[src/rtl/rtc_bus_pkg.sv]
// RTC bus constants: register addresses, the slot<->address table and the read FSM encoding.
package rtc_bus_pkg;

    localparam int N_SLOTS_MAX = 9;

    localparam logic [7:0] ADDR_SEG        = 8'h21;
    localparam logic [7:0] ADDR_MIN        = 8'h22;
    localparam logic [7:0] ADDR_HORA       = 8'h23;
    localparam logic [7:0] ADDR_DIA        = 8'h24;
    localparam logic [7:0] ADDR_MES        = 8'h25;
    localparam logic [7:0] ADDR_ANO        = 8'h26;
    localparam logic [7:0] ADDR_SEG_TIMER  = 8'h41;
    localparam logic [7:0] ADDR_MIN_TIMER  = 8'h42;
    localparam logic [7:0] ADDR_HORA_TIMER = 8'h43;

    typedef enum logic [2:0] {
        ST_IDLE,
        ST_ADDR,
        ST_HOLD,
        ST_READ,
        ST_RECOV,
        ST_DONE
    } state_t;

    // Slot 0 and anything past the timer block have no register behind them.
    function automatic logic [7:0] slot_to_addr(input logic [3:0] slot);
        logic [7:0] addr;
        case (slot)
            4'd1:    addr = ADDR_SEG;
            4'd2:    addr = ADDR_MIN;
            4'd3:    addr = ADDR_HORA;
            4'd4:    addr = ADDR_DIA;
            4'd5:    addr = ADDR_MES;
            4'd6:    addr = ADDR_ANO;
            4'd7:    addr = ADDR_SEG_TIMER;
            4'd8:    addr = ADDR_MIN_TIMER;
            4'd9:    addr = ADDR_HORA_TIMER;
            default: addr = 8'h00;
        endcase
        return addr;
    endfunction

endpackage

[src/rtl/rtc_read_sequencer_if.sv]
// Control, AD bus and read-result signals of the RTC read sequencer.
// master = sequencer side, slave = RTC device / consumer side.
interface rtc_read_sequencer_if;
    logic       start;
    logic       busy;
    logic       done;
    logic [7:0] ad_out;
    logic       ad_oe;
    logic [7:0] ad_in;
    logic       cs_n;
    logic       ad_n;
    logic       rd_n;
    logic       wr_n;
    logic [7:0] data_out;
    logic [3:0] slot;
    logic       data_valid;
    logic       addr_err;

    modport master (
        input  start, ad_in,
        output busy, done, ad_out, ad_oe, cs_n, ad_n, rd_n, wr_n,
               data_out, slot, data_valid, addr_err
    );

    modport slave (
        output start, ad_in,
        input  busy, done, ad_out, ad_oe, cs_n, ad_n, rd_n, wr_n,
               data_out, slot, data_valid, addr_err
    );
endinterface

[src/rtl/rtc_addr_encoder.sv]
// Address -> slot encoder, the inverse of slot_to_addr; combinational, zero latency, no backpressure.
// Unmapped addresses give slot 0 with o_valid low.
module rtc_addr_encoder
    import rtc_bus_pkg::*;
(
    input  logic [7:0] i_addr,
    output logic [3:0] o_slot,
    output logic       o_valid
);

    always_comb begin
        o_slot  = 4'd0;
        o_valid = 1'b0;
        for (int s = 1; s <= N_SLOTS_MAX; s++) begin
            if (i_addr == slot_to_addr(4'(s))) begin
                o_slot  = 4'(s);
                o_valid = 1'b1;
            end
        end
    end

endmodule

[src/rtl/rtc_read_sequencer.sv]
// Sweeps RTC slots 1..N_SLOTS with ADDR/HOLD/READ/RECOV bus cycles of T_PHASE clocks each;
// first data_valid 3*T_PHASE+1 after start, done at 4*T_PHASE*N_SLOTS+1; start ignored while busy.
module rtc_read_sequencer
    import rtc_bus_pkg::*;
#(
    parameter int T_PHASE = 4,
    parameter int N_SLOTS = 9
) (
    input  logic                 clk,
    input  logic                 reset,
    rtc_read_sequencer_if.master bus
);

    state_t     r_state;
    state_t     w_next;
    logic [3:0] r_phase;
    logic [3:0] r_cur;
    logic [3:0] w_next_cur;
    logic       w_phase_last;
    logic       w_capture;
    logic [3:0] w_enc_slot;
    logic       w_enc_valid;

    logic       r_busy, r_done, r_ad_oe, r_cs_n, r_ad_n, r_rd_n;
    logic       r_data_valid, r_addr_err;
    logic [7:0] r_ad_out, r_data_out;
    logic [3:0] r_slot;

    assign w_phase_last = (r_phase == 4'(T_PHASE - 1));

    rtc_addr_encoder u_encoder (
        .i_addr  (slot_to_addr(r_cur)),
        .o_slot  (w_enc_slot),
        .o_valid (w_enc_valid)
    );

    always_comb begin
        w_next     = r_state;
        w_next_cur = r_cur;
        w_capture  = 1'b0;
        case (r_state)
            ST_IDLE: begin
                if (bus.start) begin
                    w_next     = ST_ADDR;
                    w_next_cur = 4'd1;
                end
            end
            ST_ADDR:  if (w_phase_last) w_next = ST_HOLD;
            ST_HOLD:  if (w_phase_last) w_next = ST_READ;
            ST_READ: begin
                if (w_phase_last) begin
                    w_next    = ST_RECOV;
                    w_capture = 1'b1;
                end
            end
            ST_RECOV: begin
                if (w_phase_last) begin
                    if (r_cur == 4'(N_SLOTS)) begin
                        w_next = ST_DONE;
                    end else begin
                        w_next     = ST_ADDR;
                        w_next_cur = r_cur + 4'd1;
                    end
                end
            end
            ST_DONE:  w_next = ST_IDLE;
            default:  w_next = ST_IDLE;
        endcase
    end

    always_ff @(posedge clk or negedge reset) begin
        if (!reset) begin
            r_state <= ST_IDLE;
            r_phase <= 4'd0;
            r_cur   <= 4'd0;
        end else begin
            r_state <= w_next;
            r_cur   <= w_next_cur;
            if (w_next != r_state) begin
                r_phase <= 4'd0;
            end else if (r_state != ST_IDLE) begin
                r_phase <= r_phase + 4'd1;
            end
        end
    end

    // Outputs are decoded from the next state so the pins line up with the state register.
    always_ff @(posedge clk or negedge reset) begin
        if (!reset) begin
            r_busy       <= 1'b0;
            r_done       <= 1'b0;
            r_ad_oe      <= 1'b0;
            r_cs_n       <= 1'b1;
            r_ad_n       <= 1'b1;
            r_rd_n       <= 1'b1;
            r_ad_out     <= 8'h00;
            r_data_out   <= 8'h00;
            r_slot       <= 4'd0;
            r_data_valid <= 1'b0;
            r_addr_err   <= 1'b0;
        end else begin
            r_busy       <= (w_next != ST_IDLE);
            r_done       <= (w_next == ST_DONE);
            r_ad_oe      <= (w_next == ST_ADDR);
            r_cs_n       <= !(w_next inside {ST_ADDR, ST_HOLD, ST_READ});
            r_ad_n       <= (w_next != ST_ADDR);
            r_rd_n       <= (w_next != ST_READ);
            r_data_valid <= w_capture;
            if (w_next == ST_ADDR) begin
                r_ad_out <= slot_to_addr(w_next_cur);
            end
            if (w_capture) begin
                r_data_out <= bus.ad_in;
                r_slot     <= w_enc_slot;
            end
            if (r_state == ST_IDLE && bus.start) begin
                r_addr_err <= 1'b0;
            end else if (w_capture && !w_enc_valid) begin
                r_addr_err <= 1'b1;
            end
        end
    end

    assign bus.busy       = r_busy;
    assign bus.done       = r_done;
    assign bus.ad_out     = r_ad_out;
    assign bus.ad_oe      = r_ad_oe;
    assign bus.cs_n       = r_cs_n;
    assign bus.ad_n       = r_ad_n;
    assign bus.rd_n       = r_rd_n;
    assign bus.wr_n       = 1'b1;
    assign bus.data_out   = r_data_out;
    assign bus.slot       = r_slot;
    assign bus.data_valid = r_data_valid;
    assign bus.addr_err   = r_addr_err;

endmodule
[src/flat_wrapper.sv]
// flat-port wrapper written by rule: the top's interface ports become plain ports
module rtc_read_sequencer_flat import rtc_bus_pkg::*;
#(
    parameter int T_PHASE = 4,
    parameter int N_SLOTS = 9
)
  (clk, reset, bus_start, bus_ad_in, bus_busy, bus_done, bus_ad_out, bus_ad_oe, bus_cs_n, bus_ad_n, bus_rd_n, bus_wr_n, bus_data_out, bus_slot, bus_data_valid, bus_addr_err);
  rtc_read_sequencer_if bus_i ();
  input  logic clk;
  input  logic reset;
  input wire logic [$bits(bus_i.start)-1:0] bus_start;
  input wire logic [$bits(bus_i.ad_in)-1:0] bus_ad_in;
  output wire logic [$bits(bus_i.busy)-1:0] bus_busy;
  output wire logic [$bits(bus_i.done)-1:0] bus_done;
  output wire logic [$bits(bus_i.ad_out)-1:0] bus_ad_out;
  output wire logic [$bits(bus_i.ad_oe)-1:0] bus_ad_oe;
  output wire logic [$bits(bus_i.cs_n)-1:0] bus_cs_n;
  output wire logic [$bits(bus_i.ad_n)-1:0] bus_ad_n;
  output wire logic [$bits(bus_i.rd_n)-1:0] bus_rd_n;
  output wire logic [$bits(bus_i.wr_n)-1:0] bus_wr_n;
  output wire logic [$bits(bus_i.data_out)-1:0] bus_data_out;
  output wire logic [$bits(bus_i.slot)-1:0] bus_slot;
  output wire logic [$bits(bus_i.data_valid)-1:0] bus_data_valid;
  output wire logic [$bits(bus_i.addr_err)-1:0] bus_addr_err;
  assign bus_i.start = bus_start;
  assign bus_i.ad_in = bus_ad_in;
  assign bus_busy = bus_i.busy;
  assign bus_done = bus_i.done;
  assign bus_ad_out = bus_i.ad_out;
  assign bus_ad_oe = bus_i.ad_oe;
  assign bus_cs_n = bus_i.cs_n;
  assign bus_ad_n = bus_i.ad_n;
  assign bus_rd_n = bus_i.rd_n;
  assign bus_wr_n = bus_i.wr_n;
  assign bus_data_out = bus_i.data_out;
  assign bus_slot = bus_i.slot;
  assign bus_data_valid = bus_i.data_valid;
  assign bus_addr_err = bus_i.addr_err;
  rtc_read_sequencer #(.T_PHASE(T_PHASE), .N_SLOTS(N_SLOTS)) u_core (.clk(clk), .reset(reset), .bus(bus_i));
endmodule
[config.mk]
export PLATFORM = sky130hd
export DESIGN_NAME = rtc_read_sequencer_flat
export DESIGN_NICKNAME = d
export VERILOG_FILES = /design/src/rtl/rtc_bus_pkg.sv /design/src/rtl/rtc_read_sequencer_if.sv /design/src/rtl/rtc_addr_encoder.sv /design/src/rtl/rtc_read_sequencer.sv /design/src/flat_wrapper.sv
export SDC_FILE = /design/constraint.sdc
export NUM_CORES = 1
export LEC_CHECK = 0
export BUFFER_PORTS_ARGS = -buffer_cell sky130_fd_sc_hd__buf_2
export CAP_MARGIN = 20
export CORE_AREA = 2 2 64 66
export CTS_CLUSTER_DIAMETER = 30
export DETAILED_ROUTE_END_ITERATION = 6
export DIE_AREA = 0 0 66 68
export HOLD_SLACK_MARGIN = 0.1
export PLACE_DENSITY = 0.77
export SLEW_MARGIN = 20
export SYNTH_ARGS = -nofsm -noshare
export SYNTH_HDL_FRONTEND = slang
export SYNTH_SLANG_ARGS = --single-unit
[constraint.sdc]
create_clock -name clk -period 3 [get_ports clk]
set_input_delay 0.15 -clock clk [delete_from_list [all_inputs] [get_ports clk]]
set_output_delay 0.15 -clock clk [all_outputs]
set_load 0.05 [all_outputs]
Yosys cells after proc, flatten, opt, wreduce, memory -nomap -nowiden

Memory sizes are Yosys's and may differ from the RTL's. A register that Yosys moved wholly into a read port is not among the register bits.
Cells that the tools add are included.

$lt $le $gt $ge: 0
Bitwise logic cells: 0
Multiply operators: 0
Reductions and logical operators: 11
Shift operators: 0
Divide/modulo/power cells: 0
Multiplexer cells: 35
Equal/unequal tests: 22
$add $sub $neg: 2

Operators by type and width:

| kind                                                                    | number |
|---|---|
| 4-bit 2-to-1 mux                                                        | 13 |
| 8-bit by 6-bit equality test with 1-bit output, second input constant   | 6 |
| 8-bit by 7-bit equality test with 1-bit output, second input constant   | 3 |
| 3-bit 2-to-1 mux                                                        | 6 |
| 3-bit one-hot mux with 5 select lines                                   | 1 |
| 1-bit 2-to-1 mux                                                        | 14 |
| 3-bit by 2-bit equality test with 1-bit output, second input constant   | 4 |
| 3-bit nonzero test                                                      | 3 |
| 4-bit by 1-bit adder with 4-bit output, second input constant           | 2 |
| 4-bit one-hot mux with 2 select lines                                   | 1 |
| 3-bit by 1-bit equality test with 1-bit output, second input constant   | 2 |
| 3-bit equality test, second input constant                              | 2 |
| 4-bit by 2-bit equality test with 1-bit output, second input constant   | 1 |
| 4-bit equality test, second input constant                              | 1 |
| 2-bit nonzero test                                                      | 2 |
| 1-bit logical NOT                                                       | 3 |
| 3-bit logical NOT                                                       | 1 |
| 3-bit by 1-bit inequality test with 1-bit output, second input constant | 1 |
| 3-bit by 2-bit inequality test with 1-bit output, second input constant | 1 |
| 3-bit inequality test                                                   | 1 |
| 1-bit logical AND                                                       | 2 |

Memories: 2
Memory bits (read-only): 160
RAM bits: 0
Word-level logic and storage cells: 86
Register bits: 39
Bits in latches: 0

Memory list:

| memory           | depth | bits a word | read ports | clocked after memory_dff | wr ports | line              | text |
|---|---|---|---|---|---|---|---|
| (name not given) | 16    | 5           | 1          | 1                        | 0        | rtc_bus_pkg.sv:28 | `case (slot)` |
| (name not given) | 16    | 5           | 1          | 0                        | 0        | rtc_bus_pkg.sv:28 |  |

Logic depth before layout (Yosys ltp)

An unclocked memory read counts as a cell.

Depth in word-level cells: 15
Depth in mapped cells: 10
Gate-level depth less buffers: 8

Cells and area by module

From an unflattened synthesis, not the netlist that was laid out.

Cells, all modules: 206
Area, all modules: 1969.4 sq um

By module, submodules not included:

| module             | cells an instance | seq. area each (sq um) | area an instance (sq um) | times used |
|---|---|---|---|---|
| rtc_read_sequencer | 187               | 904.6                  | 1836.8                   | 1 |
| rtc_addr_encoder   | 19                | 0.0                    | 132.6                    | 1 |

Worst setup path before layout

Ideal clock, no wire load.

Path type: flip-flop to flip-flop
Start: register u_core.r_cur[1]
End: register u_core.r_ad_out[6] (netlist: u_core.bus.ad_out[6])
Data arrival time: 2.428 ns
Path slack: 0.492 ns
Setup time: 0.081 ns
Stages on the path, launching flop included: 10
Cells stage by stage: dfrtp_1 -> buf_2 -> inv_1 -> ha_1 -> and3b_1 -> or4_1 -> and3_1 -> buf_6 -> or4_4 -> o211ai_2

Word-level cells in the longest chain between the ends: 5
Elaborated cells between the ends (all ways): 10

RTL lines:

| item                                           | line                      | text |
|---|---|---|
| start: declaration                             | rtc_read_sequencer.sv:17  | `logic [3:0] r_cur;` |
| start signal: assignment                       | rtc_read_sequencer.sv:78  | `r_cur <= w_next_cur;` |
| 4-bit equality test                            | rtc_read_sequencer.sv:58  | `if (r_cur == 4'(N_SLOTS)) begin` |
| 3-bit 2-to-1 mux                               | rtc_read_sequencer.sv:58  |  |
| 3-bit 2-to-1 mux                               | rtc_read_sequencer.sv:57  | `if (w_phase_last) begin` |
| 3-bit one-hot mux with 5 select lines          | rtc_read_sequencer.sv:41  | `case (r_state)` |
| 3-bit by 1-bit equality test with 1-bit output | rtc_read_sequencer.sv:109 | `if (w_next == ST_ADDR) begin` |
| end: declaration                               | rtc_read_sequencer.sv:26  | `logic [7:0] r_ad_out, r_data_out;` |

Parallel ways exist; a longest one is shown, timed or not.
A chain may end at the register's enable or synchronous reset.

Worst setup path in the final report

Start: register u_core.r_phase[0]
End: register u_core.r_ad_out[6] (netlist: u_core.bus.ad_out[6])

Word-level cells in the longest chain between the ends: 4
Elaborated cells between the ends (all ways): 9

RTL lines:

| item                                             | line                      | text |
|---|---|---|
| start: declaration                               | rtc_read_sequencer.sv:16  | `logic [3:0] r_phase;` |
| start signal: assignment                         | rtc_read_sequencer.sv:82  | `r_phase <= r_phase + 4'd1;` |
| 4-bit by 2-bit equality test with 1-bit output * | rtc_read_sequencer.sv:29  | `assign w_phase_last = (r_phase == 4'(T_PHASE - 1));` |
| 3-bit 2-to-1 mux (on tied branches)              | n/a                       |  |
| 3-bit one-hot mux with 5 select lines            | rtc_read_sequencer.sv:41  |  |
| 3-bit by 1-bit equality test with 1-bit output   | rtc_read_sequencer.sv:109 |  |

Mark *: on every way between the ends. The rest lies on a longest branch, timed or not.

==> results.py <==
metrics = {
    "min_path": {
        "hold_path.class": "input pin to register",
        "hold_start": "bus_start",
    },
    "setup_path": {
        "critPathRequiredTime_ns": 3.22,
        "crit_family": "simple AND/OR/NAND/NOR gates",
        "timing.critical_path.slowest_cell_delay_ns": 0.55,
        "setup.worst_path.end_class": "register",
        "start_kind": "register",
        "critical_path_class": "register to register",
        "worst_setup_path_startpoint": "u_core.r_phase[0]$_DFFE_PN0P_",
        "r2r_start": "u_core.r_phase[0]$_DFFE_PN0P_",
        "crit_buf_inv": 0,
        "series_of_cell_instances_along_the_critical_path": "ha_1 -> or3b_1 -> or4_1 -> and3_1 -> or4_4 -> o211ai_2",
        "cell_at_the_slowest_stage_of_the_critical_path": "sky130_fd_sc_hd__or4_4",
        "cp.arrival_ns": 2.74,
        "worst-path-max-fanout": 7,
    },
    "global_routing": {
        "grt_first_pass_wirelength_um": 6540,
        "grt_antenna_before_repair": 0,
        "grt_pass1_vias": 1399,
        "overflow": 0,
        "grt_max_degree": 37,
        "global_route.usage.total": 0.194,
    },
    "route": {
        "firstDrtPassIters": 4,
        "vias_per_cell": 5.35,
        "routedWlPerCell_um": 13.3,
        "drc": 0,
        "drt_wl_total_um": 4150,
        "postRouteAntennaNets": 0,
        "first_iter_violations": 131,
        "route.vias.total": 1673,
    },
    "clock_tree": {
        "h-tree-depth": 2,
        "cts_inserted_buffers": 5,
        "path_clk_slew_ns": 0.07,
        "clockRootBuffer": "sky130_fd_sc_hd__clkbuf_8",
        "clock_sinks": 36,
        "insertion_delay_ns": 0.29,
        "cts_resized": 0,
        "cts_max_path_buffers": 2,
        "cts_tree": "yes",
    },
    "synthesis": {
        "synth_simple_gate_area_frac": 0.245,
        "syn_inst": 217,
        "synth_flop_cell": "sky130_fd_sc_hd__dfrtp_1",
        "synth_top_area_cell": "sky130_fd_sc_hd__dfrtp_1",
        "synth_cell_types": 53,
        "synthArstFlopShare": 1.00,
        "yosys_warnings": 0,
        "synth_mux_area_frac": 0.0157,
        "post_synthesis_adder_cell_area_fraction": 0.0503,
        "synth-xor-area-share": 0.0176,
        "netlist_top_cells_area": "sky130_fd_sc_hd__dfrtp_1, sky130_fd_sc_hd__nand2_1, sky130_fd_sc_hd__ha_1",
        "synth_top_cell_area_share": 0.415,
        "synth.avg_cell_area_um2": 9.17,
        "ys_seq_area_frac": 0.455,
        "synthesis.area_um2": 1990,
        "synth_enable_flop_cells": 0,
        "combinational_family_with_the_most_area_after_synthesis": "simple AND/OR/NAND/NOR gates",
        "ys_ff_latch": 36,
        "synthesized_area_fraction_occupied_by_ao_oa_aoi_and_oai_cells": 0.152,
    },
    "layout": {
        "design.final.nets": 281,
        "post_route_cells_drive_above_1_share": 0.228,
        "multi_input_area_um2": 971,
        "final.fill_count": 321,
        "final_core_util": 0.625,
        "area_growth_pct": 21.1,
        "insertedDiodeCount": 0,
        "seq_area_um2": 905,
    },
    "run": {
        "timing.max_cap.violations": 0,
    },
    "timing": {
        "worst_pin_slew_ns": 0.777,
        "timing.clock.skew_ns": 0.00536,
        "fmaxAchievable_mhz": 397,
        "final_hold_viol_count": 0,
        "slew-limit-headroom": 0.482,
        "post-route-worst-setup-slack_ns": 0.479,
        "slew_violations": 0,
        "totalNegativeSetupSlack_ns": 0,
        "report.final.setup_viol": 0,
        "setup_repair_after_global_routing_missed_its_margin": "false",
        "fin_crit_ns": 2.52,
        "min_hold_slack_ns": 0.268,
        "period_share": 0.840,
    },
    "die": {
        "initial_utilization": 0.516,
        "io-pin-count": 40,
        "placeableCoreArea_um2": 3860,
        "die_h_um": 68,
        "floorplan.die.width_um": 66,
        "num_rows": 23,
        "dieArea_um2": 4490,
    },
    "pwr": {
        "power-per-cell-area_nw_per_um2": 457,
        "ir_worst_vdd_mv": 0.299,
        "power.static_leakage_nw": 1.19,
    },
    "placed_design": {
        "place_worst_setup_slack_ns": 0.486,
        "io_buffer_count": 35,
        "post-dp-hpwl_um": 2750,
        "finalWeightedCongestion": 0.783,
    },
    "status": {
        "run_status": "finished clean",
    },
}
repair_timing:
action / 4_1_cts / 5_1_grt
endpoints found under the hold margin: 41 / 0
buffers inserted: 0 / 0
hold buffers: 9 / 0
cell usage in the layout (no fill, tap or decap), types with 2 or more instances in the layout:
cell type,Yosys,routed
sky130_fd_sc_hd__conb_1,2,4
sky130_fd_sc_hd__nor2b_1,2,2
sky130_fd_sc_hd__dfrtp_1,33,33
sky130_fd_sc_hd__or4_1,2,2
sky130_fd_sc_hd__nand2b_1,2,2
sky130_fd_sc_hd__mux2i_1,2,2
sky130_fd_sc_hd__or3b_1,2,2
sky130_fd_sc_hd__and2_1,2,2
sky130_fd_sc_hd__a21boi_0,2,2
sky130_fd_sc_hd__nand3_1,12,12
sky130_fd_sc_hd__nand2_1,43,43
sky130_fd_sc_hd__nor3b_1,3,3
sky130_fd_sc_hd__buf_2,4,35
sky130_fd_sc_hd__o31ai_1,2,2
sky130_fd_sc_hd__buf_4,4,8
sky130_fd_sc_hd__o211ai_1,5,5
sky130_fd_sc_hd__nand3b_1,4,4
sky130_fd_sc_hd__a22o_1,2,2
sky130_fd_sc_hd__a21o_1,3,3
sky130_fd_sc_hd__o2bb2ai_1,2,2
sky130_fd_sc_hd__clkbuf_8,0,5
sky130_fd_sc_hd__nor2_1,10,10
sky130_fd_sc_hd__o21ai_0,10,10
sky130_fd_sc_hd__ha_1,8,8
sky130_fd_sc_hd__a21oi_1,7,7
sky130_fd_sc_hd__nand4_1,3,3
sky130_fd_sc_hd__dlygate4sd3_1,0,9
sky130_fd_sc_hd__xnor2_1,3,3
sky130_fd_sc_hd__dfstp_2,3,3
sky130_fd_sc_hd__inv_1,9,9
state kept, by name, indices dropped and copies added (netlist names):
| register | cells |
|---|---|
| u_core.bus.data_out | 8 |
| u_core.bus.ad_out | 5 |
| u_core.bus.slot | 4 |
| u_core.r_cur | 4 |
| u_core.r_phase | 4 |
| u_core.r_state | 3 |
| u_core.bus.ad_n | 1 |
| u_core.bus.ad_oe | 1 |
| u_core.bus.addr_err | 1 |
| u_core.bus.busy | 1 |
| u_core.bus.cs_n | 1 |
| u_core.bus.data_valid | 1 |
| u_core.bus.done | 1 |
| u_core.bus.rd_n | 1 |
synth_stat cells, drive strengths merged, types with 2 or more instances:
library cell	n
dfstp	3
or3b	3
buf	9
nor2	10
a21oi	8
nand3	12
nand2	43
mux2i	2
a21o	3
o21ai	10
ha	8
o2bb2ai	2
a21boi	3
nand4	3
conb	2
dfrtp	33
clkbuf	7
xnor2	3
or4	3
inv	9
nor3b	4
nor2b	2
nand3b	4
o31ai	2
and2	2
o211ai	6
nand2b	2
a22o	2
worst register-to-register path, cell delays in order (launching register included):
cell                       delay, ns
sky130_fd_sc_hd__dfrtp_1        0.39
sky130_fd_sc_hd__ha_1           0.20
sky130_fd_sc_hd__or3b_1         0.38
sky130_fd_sc_hd__or4_1          0.52
sky130_fd_sc_hd__and3_1         0.27
sky130_fd_sc_hd__or4_4          0.55
sky130_fd_sc_hd__o211ai_2       0.14
per-layer routing:
metal / vias up / part of all wire / global-route usage
li1: 830 / - / -
met1: 798 / 0.45 / 0.258
met2: 38 / 0.48 / 0.303
met3: 7 / 0.043 / 0.0477
met4: 0 / 0.020 / 0.0867
met5: - / 0 / 0
layout make-up:
class | instances | share of cell area
Multi-Input combinational cell | 158 | 0.403
Timing Repair Buffer | 52 | 0.135
Sequential cell | 36 | 0.376
Tap cell | 50 | 0.0260
Clock inverter | 3 | 0.0177
Clock buffer | 5 | 0.0286
Inverter | 9 | 0.0140
worst paths after layout:
kind                                                      end  slack (ns)  depth (start not counted)
min in group asynchronous     u_core.bus.addr_err$_DFFE_PN0P_        0.47                          2
min                                 u_core.bus.busy$_DFF_PN0_        0.27                          3
max in group asynchronous           u_core.r_cur[2]$_DFF_PN0_        2.04                          2
min reg2reg                u_core.bus.data_out[4]$_DFFE_PN0P_        0.47                          2
max                          u_core.bus.ad_out[6]$_DFFE_PN0P_        0.48                          6
max reg2reg                  u_core.bus.ad_out[6]$_DFFE_PN0P_        0.48                          6
report_power, final:
part	switching (mW)	internal, mW
combinational	0.116	0.0513
clock	0.173	0.246
sequential	0.0126	0.502
total	0.302	0.799
cells by family after synthesis:
kind of cell,after synthesis
XOR/XNOR,4
AND/OR/NAND/NOR,96
buffers and inverters,25
multiplexers,3
other,2
AO/OA/AOI/OAI,43
adder cells (fa/ha/maj),8
flip-flops,36
per-stage QoR:
| stage | area [µm²] | power [mW] | std cells |
|---|---|---|---|
| after floorplan | 2000 | 0.644 | 219 |
| after global placement | 2210 | 0.680 | 296 |
| after detailed placement | 2210 | 0.681 | 296 |
| after CTS | 2410 | 1.11 | 313 |
| after global routing | 2410 | 1.14 | 313 |
| final | 2410 | 1.10 | 313 |
Power figures use the tool's default switching activity.
